<file path="src/rtl/z80_bus_pkg.sv">
// Shared definitions for the Z80 memory machine-cycle generator: state codes,
// cycle-type constants and default bus widths.
package z80_bus_pkg;

    localparam int unsigned DEF_AW = 16;
    localparam int unsigned DEF_DW = 8;

    // State register width and the wait counter width (FIXED_WAITS is 0..3)
    localparam int unsigned SW  = 3;
    localparam int unsigned WCW = 2;

    localparam logic [SW-1:0] ST_IDLE = 3'd0;
    localparam logic [SW-1:0] ST_T1   = 3'd1;
    localparam logic [SW-1:0] ST_T2   = 3'd2;
    localparam logic [SW-1:0] ST_TW   = 3'd3;
    localparam logic [SW-1:0] ST_T3   = 3'd4;

    localparam logic CYC_RD = 1'b0;
    localparam logic CYC_WR = 1'b1;

endpackage

</file>
<file path="src/rtl/z80_mem_cycle_gen_if.sv">
// Requester handshake plus VG8020 memory-bus signals of the Z80 cycle generator.
// master = the cycle generator, slave = requester and memory side.
interface z80_mem_cycle_gen_if
    import z80_bus_pkg::*;
#(
    parameter int unsigned AW = DEF_AW,
    parameter int unsigned DW = DEF_DW
);
    logic          req;
    logic          we;
    logic [AW-1:0] addr;
    logic [DW-1:0] wdata;
    logic          ready;
    logic          done;
    logic [DW-1:0] rdata;

    logic [AW-1:0] a;
    logic [DW-1:0] d_out;
    logic          d_oe;
    logic [DW-1:0] d_in;
    logic          nmreq;
    logic          nrd;
    logic          nwr;
    logic          nwait;

    modport master (
        input  req, we, addr, wdata, d_in, nwait,
        output ready, done, rdata, a, d_out, d_oe, nmreq, nrd, nwr
    );

    modport slave (
        output req, we, addr, wdata, d_in, nwait,
        input  ready, done, rdata, a, d_out, d_oe, nmreq, nrd, nwr
    );
endinterface

</file>
<file path="src/rtl/z80_wait_ctr.sv">
// Wait-state qualifier: fixed-wait down-counter plus optional nwait stretch.
// Z80_MEM_CYCLE_NWAIT_EN enables the nwait input.
module z80_wait_ctr
    import z80_bus_pkg::*;
#(
    parameter int unsigned FIXED_WAITS = 0
) (
    input  logic clk,
    input  logic rst,
    input  logic load,
    input  logic step,
    input  logic nwait,
    output logic stay_c
);
`ifdef Z80_MEM_CYCLE_NWAIT_EN
    localparam logic NWAIT_EN = 1'b1;
`else
    localparam logic NWAIT_EN = 1'b0;
`endif

    logic [WCW-1:0] cnt;

    // Loaded while in T1 so the count is ready on entry to T2
    always_ff @(posedge clk) begin
        if (rst) begin
            cnt <= '0;
        end else if (load) begin
            cnt <= WCW'(FIXED_WAITS);
        end else if (step && (cnt != '0)) begin
            cnt <= cnt - WCW'(1);
        end
    end

    // Fixed waits take priority; nwait is only considered once they run out
    assign stay_c = (cnt != '0) | (NWAIT_EN & ~nwait);

endmodule

</file>
<file path="src/rtl/z80_mem_cycle_gen.sv">
// Z80 memory read/write machine-cycle initiator (T1, T2, TW*, T3), one T-state per clk.
// Optional nwait stretching under Z80_MEM_CYCLE_NWAIT_EN.
module z80_mem_cycle_gen
    import z80_bus_pkg::*;
#(
    parameter int unsigned FIXED_WAITS = 0,
    parameter int unsigned AW          = DEF_AW,
    parameter int unsigned DW          = DEF_DW
) (
    input  logic                clk,
    input  logic                rst,
    z80_mem_cycle_gen_if.master bus
);
    logic [SW-1:0] state;
    logic [SW-1:0] state_nx;

    logic          lat_we;
    logic [AW-1:0] lat_addr;
    logic [DW-1:0] lat_wdata;

    logic          cur_we;
    logic [AW-1:0] cur_addr;
    logic [DW-1:0] cur_wdata;

    logic          ready_nx;
    logic          done_nx;
    logic          d_oe_nx;
    logic          nmreq_nx;
    logic          nrd_nx;
    logic          nwr_nx;
    logic [AW-1:0] a_nx;
    logic [DW-1:0] d_out_nx;
    logic [DW-1:0] rdata_nx;

    logic          stay_c;

    z80_wait_ctr #(
        .FIXED_WAITS (FIXED_WAITS)
    ) u_wait_ctr (
        .clk    (clk),
        .rst    (rst),
        .load   (state == ST_T1),
        .step   ((state == ST_T2) || (state == ST_TW)),
        .nwait  (bus.nwait),
        .stay_c (stay_c)
    );

    // Next state plus next-cycle bus outputs, so every strobe is registered
    always_comb begin
        state_nx  = state;
        cur_we    = lat_we;
        cur_addr  = lat_addr;
        cur_wdata = lat_wdata;
        ready_nx  = 1'b0;
        done_nx   = 1'b0;
        d_oe_nx   = 1'b0;
        nmreq_nx  = 1'b1;
        nrd_nx    = 1'b1;
        nwr_nx    = 1'b1;
        a_nx      = bus.a;
        d_out_nx  = bus.d_out;
        rdata_nx  = bus.rdata;

        if (state == ST_IDLE) begin
            cur_we    = bus.we;
            cur_addr  = bus.addr;
            cur_wdata = bus.wdata;
        end

        case (state)
            ST_IDLE: if (bus.req) state_nx = ST_T1;
            ST_T1:   state_nx = ST_T2;
            ST_T2,
            ST_TW:   state_nx = stay_c ? ST_TW : ST_T3;
            ST_T3:   state_nx = ST_IDLE;
            default: state_nx = ST_IDLE;
        endcase

        case (state_nx)
            ST_T1: begin
                a_nx     = cur_addr;
                nmreq_nx = 1'b0;
                if (cur_we == CYC_WR) begin
                    d_out_nx = cur_wdata;
                    d_oe_nx  = 1'b1;
                end else begin
                    nrd_nx = 1'b0;
                end
            end
            ST_T2, ST_TW, ST_T3: begin
                nmreq_nx = 1'b0;
                if (cur_we == CYC_WR) begin
                    nwr_nx  = 1'b0;
                    d_oe_nx = 1'b1;
                end else begin
                    nrd_nx = 1'b0;
                end
            end
            default: begin
                ready_nx = 1'b1;
                if (state == ST_T3) begin
                    done_nx = 1'b1;
                    if (lat_we == CYC_RD) rdata_nx = bus.d_in;
                end
            end
        endcase
    end

    always_ff @(posedge clk) begin
        if (rst) begin
            state      <= ST_IDLE;
            lat_we     <= CYC_RD;
            lat_addr   <= '0;
            lat_wdata  <= '0;
            bus.ready  <= 1'b1;
            bus.done   <= 1'b0;
            bus.d_oe   <= 1'b0;
            bus.nmreq  <= 1'b1;
            bus.nrd    <= 1'b1;
            bus.nwr    <= 1'b1;
            bus.a      <= '0;
            bus.d_out  <= '0;
            bus.rdata  <= '0;
        end else begin
            state      <= state_nx;
            bus.ready  <= ready_nx;
            bus.done   <= done_nx;
            bus.d_oe   <= d_oe_nx;
            bus.nmreq  <= nmreq_nx;
            bus.nrd    <= nrd_nx;
            bus.nwr    <= nwr_nx;
            bus.a      <= a_nx;
            bus.d_out  <= d_out_nx;
            bus.rdata  <= rdata_nx;
            if ((state == ST_IDLE) && bus.req) begin
                lat_we    <= bus.we;
                lat_addr  <= bus.addr;
                lat_wdata <= bus.wdata;
            end
        end
    end

endmodule

</file>
<file path="src/flat_wrapper.sv">
// flat-port wrapper written by rule: the top's interface ports become plain ports
module z80_mem_cycle_gen_flat import z80_bus_pkg::*;
#(
    parameter int unsigned FIXED_WAITS = 0,
    parameter int unsigned AW          = DEF_AW,
    parameter int unsigned DW          = DEF_DW
)
  (clk, rst, bus_req, bus_we, bus_addr, bus_wdata, bus_d_in, bus_nwait, bus_ready, bus_done, bus_rdata, bus_a, bus_d_out, bus_d_oe, bus_nmreq, bus_nrd, bus_nwr);
  z80_mem_cycle_gen_if #(.AW(AW), .DW(DW)) bus_i ();
  input  logic clk;
  input  logic rst;
  input wire logic [$bits(bus_i.req)-1:0] bus_req;
  input wire logic [$bits(bus_i.we)-1:0] bus_we;
  input wire logic [$bits(bus_i.addr)-1:0] bus_addr;
  input wire logic [$bits(bus_i.wdata)-1:0] bus_wdata;
  input wire logic [$bits(bus_i.d_in)-1:0] bus_d_in;
  input wire logic [$bits(bus_i.nwait)-1:0] bus_nwait;
  output wire logic [$bits(bus_i.ready)-1:0] bus_ready;
  output wire logic [$bits(bus_i.done)-1:0] bus_done;
  output wire logic [$bits(bus_i.rdata)-1:0] bus_rdata;
  output wire logic [$bits(bus_i.a)-1:0] bus_a;
  output wire logic [$bits(bus_i.d_out)-1:0] bus_d_out;
  output wire logic [$bits(bus_i.d_oe)-1:0] bus_d_oe;
  output wire logic [$bits(bus_i.nmreq)-1:0] bus_nmreq;
  output wire logic [$bits(bus_i.nrd)-1:0] bus_nrd;
  output wire logic [$bits(bus_i.nwr)-1:0] bus_nwr;
  assign bus_i.req = bus_req;
  assign bus_i.we = bus_we;
  assign bus_i.addr = bus_addr;
  assign bus_i.wdata = bus_wdata;
  assign bus_i.d_in = bus_d_in;
  assign bus_i.nwait = bus_nwait;
  assign bus_ready = bus_i.ready;
  assign bus_done = bus_i.done;
  assign bus_rdata = bus_i.rdata;
  assign bus_a = bus_i.a;
  assign bus_d_out = bus_i.d_out;
  assign bus_d_oe = bus_i.d_oe;
  assign bus_nmreq = bus_i.nmreq;
  assign bus_nrd = bus_i.nrd;
  assign bus_nwr = bus_i.nwr;
  z80_mem_cycle_gen #(.FIXED_WAITS(FIXED_WAITS), .AW(AW), .DW(DW)) u_core (.clk(clk), .rst(rst), .bus(bus_i));
endmodule
</file>
<file path="config.mk">
export PLATFORM = sky130hd
export DESIGN_NAME = z80_mem_cycle_gen_flat
export DESIGN_NICKNAME = d
export VERILOG_FILES = /design/src/rtl/z80_bus_pkg.sv /design/src/rtl/z80_mem_cycle_gen_if.sv /design/src/rtl/z80_wait_ctr.sv /design/src/rtl/z80_mem_cycle_gen.sv /design/src/flat_wrapper.sv
export SDC_FILE = /design/constraint.sdc
export NUM_CORES = 1
export LEC_CHECK = 0
export ABC_AREA = 1
export CAP_MARGIN = 20
export CORE_AREA = 2 2 73 75
export DETAILED_ROUTE_END_ITERATION = 10
export DIE_AREA = 0 0 75 77
export PLACE_DENSITY = 0.76
export RECOVER_POWER = 50
export SYNTH_ARGS = -nofsm -noshare
export SYNTH_HDL_FRONTEND = slang
export SYNTH_HIERARCHICAL = 1
export SYNTH_SLANG_ARGS = --single-unit
export TNS_END_PERCENT = 30
</file>
<file path="constraint.sdc">
create_clock -name clk -period 1.67 [get_ports clk]
set_clock_uncertainty 0.1 [all_clocks]
set_input_delay 0.2505 -clock clk [delete_from_list [all_inputs] [get_ports clk]]
set_output_delay 0.2505 -clock clk [all_outputs]
set_load 0.01 [all_outputs]
</file>
# Word-level counts from Yosys, hierarchy flattened
# Index checks and enable logic that the tools add are counted.
# word_totals
wordCells	49
regBits	67
output_inout_bits	38
# classes
bitwise_logic	3
n_addsub	1
n_reduce_logical	14
eq_ne	8
muxes	10
# op_table
op	count
$mux W16	1
$eq A3 B2 Y1 const B	4
$pmux W3 S3	1
$mux W8	1
$reduce_or A2 Y1	4
$eq A3 B1 Y1 const B	2
$eq A3 B3 Y1 const B	2
$mux W3	2
$mux W1	5
$reduce_or A5 Y1	1
$reduce_or A4 Y1	1
$logic_not A3 Y1	1
$not A1 Y1	3
$reduce_and A3 Y1	1
$reduce_or A3 Y1	1
$logic_and A1 B1 Y1	2
$reduce_and A2 Y1	1
$reduce_bool A2 Y1	1
$sub A2 B1 Y2 const B	1
$logic_or A1 B1 Y1	1

# Longest topological paths before layout
# depth
ltp_word	7
depth_mapped	7
depth_no_buf	6

# Hierarchy
# Netlist, hierarchy kept.
# by_module_without_submodules
mod	area_each_um2	instances	seq_area_each_um2	cells_per_inst
z80_mem_cycle_gen	1976.9	1	980.9	258
z80_wait_ctr	110.1	1	40.0	15

# Worst setup path before layout
# No wires, ideal clock.
# synth_timing
path_type	register to register
start	register u_core.state[0]
end	register u_core.bus.rdata[0]
t_arrival_ns	0.952
path_slack_ns	0.483
stages_incl_launch_ff	6
setup_time_ns	0.135
path_cell_list	dfxtp_1 nor2_4 buf_4 nand3_1 nand2_1 a21oi_1
# synth_via
elab_chain_len	7
# synth_lines
item	line	rtl
start, declared	z80_mem_cycle_gen.sv:14	logic [SW-1:0] state;
start signal, assigned	z80_mem_cycle_gen.sv:125	state <= state_nx;
$eq A3 B2 Y1	z80_mem_cycle_gen.sv:70	case (state)
$reduce_or A2 Y1	z80_mem_cycle_gen.sv:70	
$pmux W3 S3	z80_mem_cycle_gen.sv:70	
$eq A3 B1 Y1, or another cell as far along	z80_mem_cycle_gen.sv:79	case (state_nx)
$reduce_or A4 Y1 (no source line)	-	
$not A1 Y1 (no source line)	-	
$reduce_and A3 Y1 (no source line) (*)	-	
end signal, assigned	z80_mem_cycle_gen.sv:134	bus.rdata <= rdata_nx;
end, declared	z80_mem_cycle_gen_if.sv:28	output ready, done, rdata, a, d_out, d_oe, nmreq, nrd, nwr
# Every way passes the cells marked *; elsewhere a longest branch is shown, timed or not.
# A chain may end at the register's enable or synchronous reset.

# Final worst setup path
# layout_timing
start	register u_core.bus.a[8]
end	output bus_a[8]
# layout_rtl
item	line	rtl
start, declared	z80_mem_cycle_gen_if.sv:28	
start signal, assigned	z80_mem_cycle_gen.sv:132	bus.a <= a_nx;
end, declared	flat_wrapper.sv:21	output wire logic [$bits(bus_i.a)-1:0] bus_a;
# No word-level cell between the ends.

==> impl_metrics.tcl <==
set metrics [dict create \
    synth_area_mm2 0.00209 \
    multi_input_area_um2 866 \
    total_power_mw 2.56 \
    drtIter0Drc 90 \
    grt_remaining_overflow 0 \
    grt_pass1_vias 1737 \
    antenna_found_initial 0 \
    crit_fanout 2 \
    max_freq_ghz 0.647 \
    clkLatencyLatePin_ps 300 \
    critPathTopFamily "buffers and inverters" \
    dpl.hpwl_um 3290 \
    stdcell_count 415 \
    ios 75 \
    finalMaxSlewViolations 0 \
    reg2reg_slack_ps 160 \
    clock-sinks 51 \
    grt_usage_pct 16.9 \
    syn_to_final_growth_pct 41.7 \
    path_clk_slew_ps 90 \
    ys_seq_elements 51 \
    critPathCaptureType "output port" \
    postCtsHoldBufs 0 \
    remaining_drc_errors 0 \
    maxCapViolations 0 \
    cp.depth 1 \
    synth_top_area_share_pct 48.9 \
    synth.area.top_cells "dfxtp_1, nand2_1, a21oi_1" \
    path_class "reg -> out" \
    fp.coreArea_mm2 0.00498 \
    die-area_mm2 0.00578 \
    final_nets 382 \
    row_count 26 \
    clk_path_buf_depth 2 \
    intPower_mw 1.91 \
    vdd_drop_max_uv 442 \
    grt_max_degree 25 \
    wl_um 4620 \
    diodes 0 \
    gp_congestion 0.739 \
    whs_ps 218 \
    die_x_um 75 \
    powerDensity_mw_per_mm2 865 \
    htreeDepth 2 \
    cts_tree "done" \
    synth_top_area_cell "dfxtp_1" \
    synth_cell_types 22 \
    wl_per_cell_um 11.1 \
    hold_path.class "in -> reg" \
    setup_viol 0 \
    min_period_ps 1550 \
    synth_cells 273 \
    postSynthAreaPerCell_um2 7.64 \
    drtAntennaViolNets 0 \
    min_path_cells 2 \
    drive_above_1_share_pct 10.1 \
    start_util_pct 41.9 \
    tightest_slew_ps 481 \
    port_buffers 73 \
    dr_total_vias 1888 \
    cts_resized 0 \
    seq_area_frac_synth_pct 48.9 \
    routed_via_density 4.55 \
    critPathSlowestCell "clkdlybuf4s50_1" \
    ys_warn_count 6 \
    crit_chain "clkdlybuf4s50_1" \
    final.fill_count 470 \
    grt_pass1_wl_um 7690 \
    switchingPower_uw 645 \
    numCtsBuffers 5 \
    required_ps 1320 \
    fin_crit_sh_pct 92.5 \
    syn-num-nets 311 \
    pwr-share-comb_pct 18.8 \
    p_leak_nw 1.19 \
    pwr-share-seq_pct 51.4 \
    path_buf_inv 1 \
    hold_viol_final 0 \
    cp.arrival_ps 1190 \
    fp.dieH_um 77 \
    switching_share_pct 25.2 \
    cts_setup_buffers 0 \
    setup_tns_ps 0 \
    dp_cells 407 \
    dr.pass1.iters 4 \
    slew_headroom_pct 67.9 \
    p_clk_share_pct 29.8 \
    outcome "completed" \
    worstSetupStartpointType "register" \
    cpPeakStageDelay_ps 550 \
    rr_worst_depth 6 \
    rsz0062_at_grt "false" \
    register_area_mm2 0.00102 \
    cts-root-buf "clkbuf_8" \
]
[cells by family after synthesis]
family	Yosys count	share of synthesized area, %
adders and majority gates	1	0.599
AOI/OAI and AO/OA	38	10.9
and+or+nand+nor	147	31.5
DFF	51	48.9
buffers and inverters	36	8.09
[cells in the mapped netlist]
| cell | n |
|---|---|
| nand2_1 | 86 |
| dfxtp_1 | 51 |
| a21oi_1 | 27 |
| nor2_1 | 21 |
| inv_1 | 13 |
| nand3_1 | 13 |
| nand2_2 | 11 |
| a21oi_2 | 10 |
| buf_2 | 9 |
| nand4_1 | 9 |
| clkbuf_1 | 5 |
| inv_2 | 3 |
| buf_4 | 2 |
| buf_6 | 2 |
| clkinv_1 | 2 |
| nor2_4 | 2 |
| nor4_1 | 2 |
| ha_1 | 1 |
| nand3_2 | 1 |
| nand3b_1 | 1 |
| nand4_2 | 1 |
| o21ai_0 | 1 |
[power groups by stage]
| stage | sequential (mW) | combinational [mW] | clock [mW] |
|---|---|---|---|
| 3_3_place_gp | 1.34 | 0.491 | 0 |
| 5_1_grt | 1.32 | 0.533 | 0.845 |
| 6_report | 1.31 | 0.480 | 0.762 |
| 2_1_floorplan | 1.37 | 0.230 | 0 |
| 3_5_place_dp | 1.34 | 0.496 | 0 |
| 4_1_cts | 1.32 | 0.497 | 0.792 |
[cell usage in the layout (no fill, tap or decap), drive strengths merged]
master,Yosys,final
nand3b,1,1
nor2,23,23
a21oi,37,37
clkinv,2,2
o21ai,1,1
buf,13,9
inv,16,16
nand3,14,14
nand4,10,10
clkbuf,5,9
nand2,97,97
nor4,2,2
dfxtp,51,51
ha,1,1
clkdlybuf4s50,0,72
[per-layer routing]
metal	share of wire, %	vias to the layer above	track usage, %	wire [µm]
li1	-	1011	-	-
met1	44	820	21.2	2020
met2	48	55	26.3	2210
met3	8.2	2	7.49	381
met4	0.30	0	3.93	14
met5	0	-	0	0
[state kept, by name (all words and copies together), names as in the netlist]
register	count
u_core/u_wait_ctr/cnt	2
u_core/bus.d_out	8
u_core/bus.a	16
u_core/bus.d_oe	1
u_core/state	3
u_core/lat_we	1
u_core/bus.nmreq	1
u_core/bus.nwr	1
u_core/bus.rdata	8
u_core/bus.done	1
u_core/bus.nrd	1
u_core/lat_wdata	8
[cell type report]
cell class / count / share of cell area [%]
flip-flops and latches: 51 / 34.5
multi-input cells: 186 / 29.3
repair buffers: 82 / 27.6
clock buffers: 8 / 3.38
well taps: 70 / 2.96
inverters: 18 / 2.28
[per-stage QoR]
stage	worst slack (ps)	cell area (µm²)	utilization [%]
floorplan	483	2090	-
global placement	143	2890	58.1
detailed placement	127	2890	58.1
CTS	110	2990	60.1
global route	38.7	2960	59.4
finish	125	2960	59.4
[worst paths after layout]
| kind | end | from |
|---|---|---|
| setup / recovery | bus_a[8] | u_core/bus.a[8] |
| hold / removal | u_core/lat_wdata[2] | rst |
| setup reg to reg | u_core/bus.a[13] | u_core/state[2] |
| hold reg to reg | u_core/bus.rdata[2] | u_core/bus.rdata[2] |
[worst register-to-register path, cell delays in order (launching register included)]
cell	delay (ps)
dfxtp_1	330
inv_1	360
nand3_2	180
inv_2	100
buf_12	160
nand2_1	80
a21oi_1	120
Note: power is estimated with default switching activity, not from simulation.
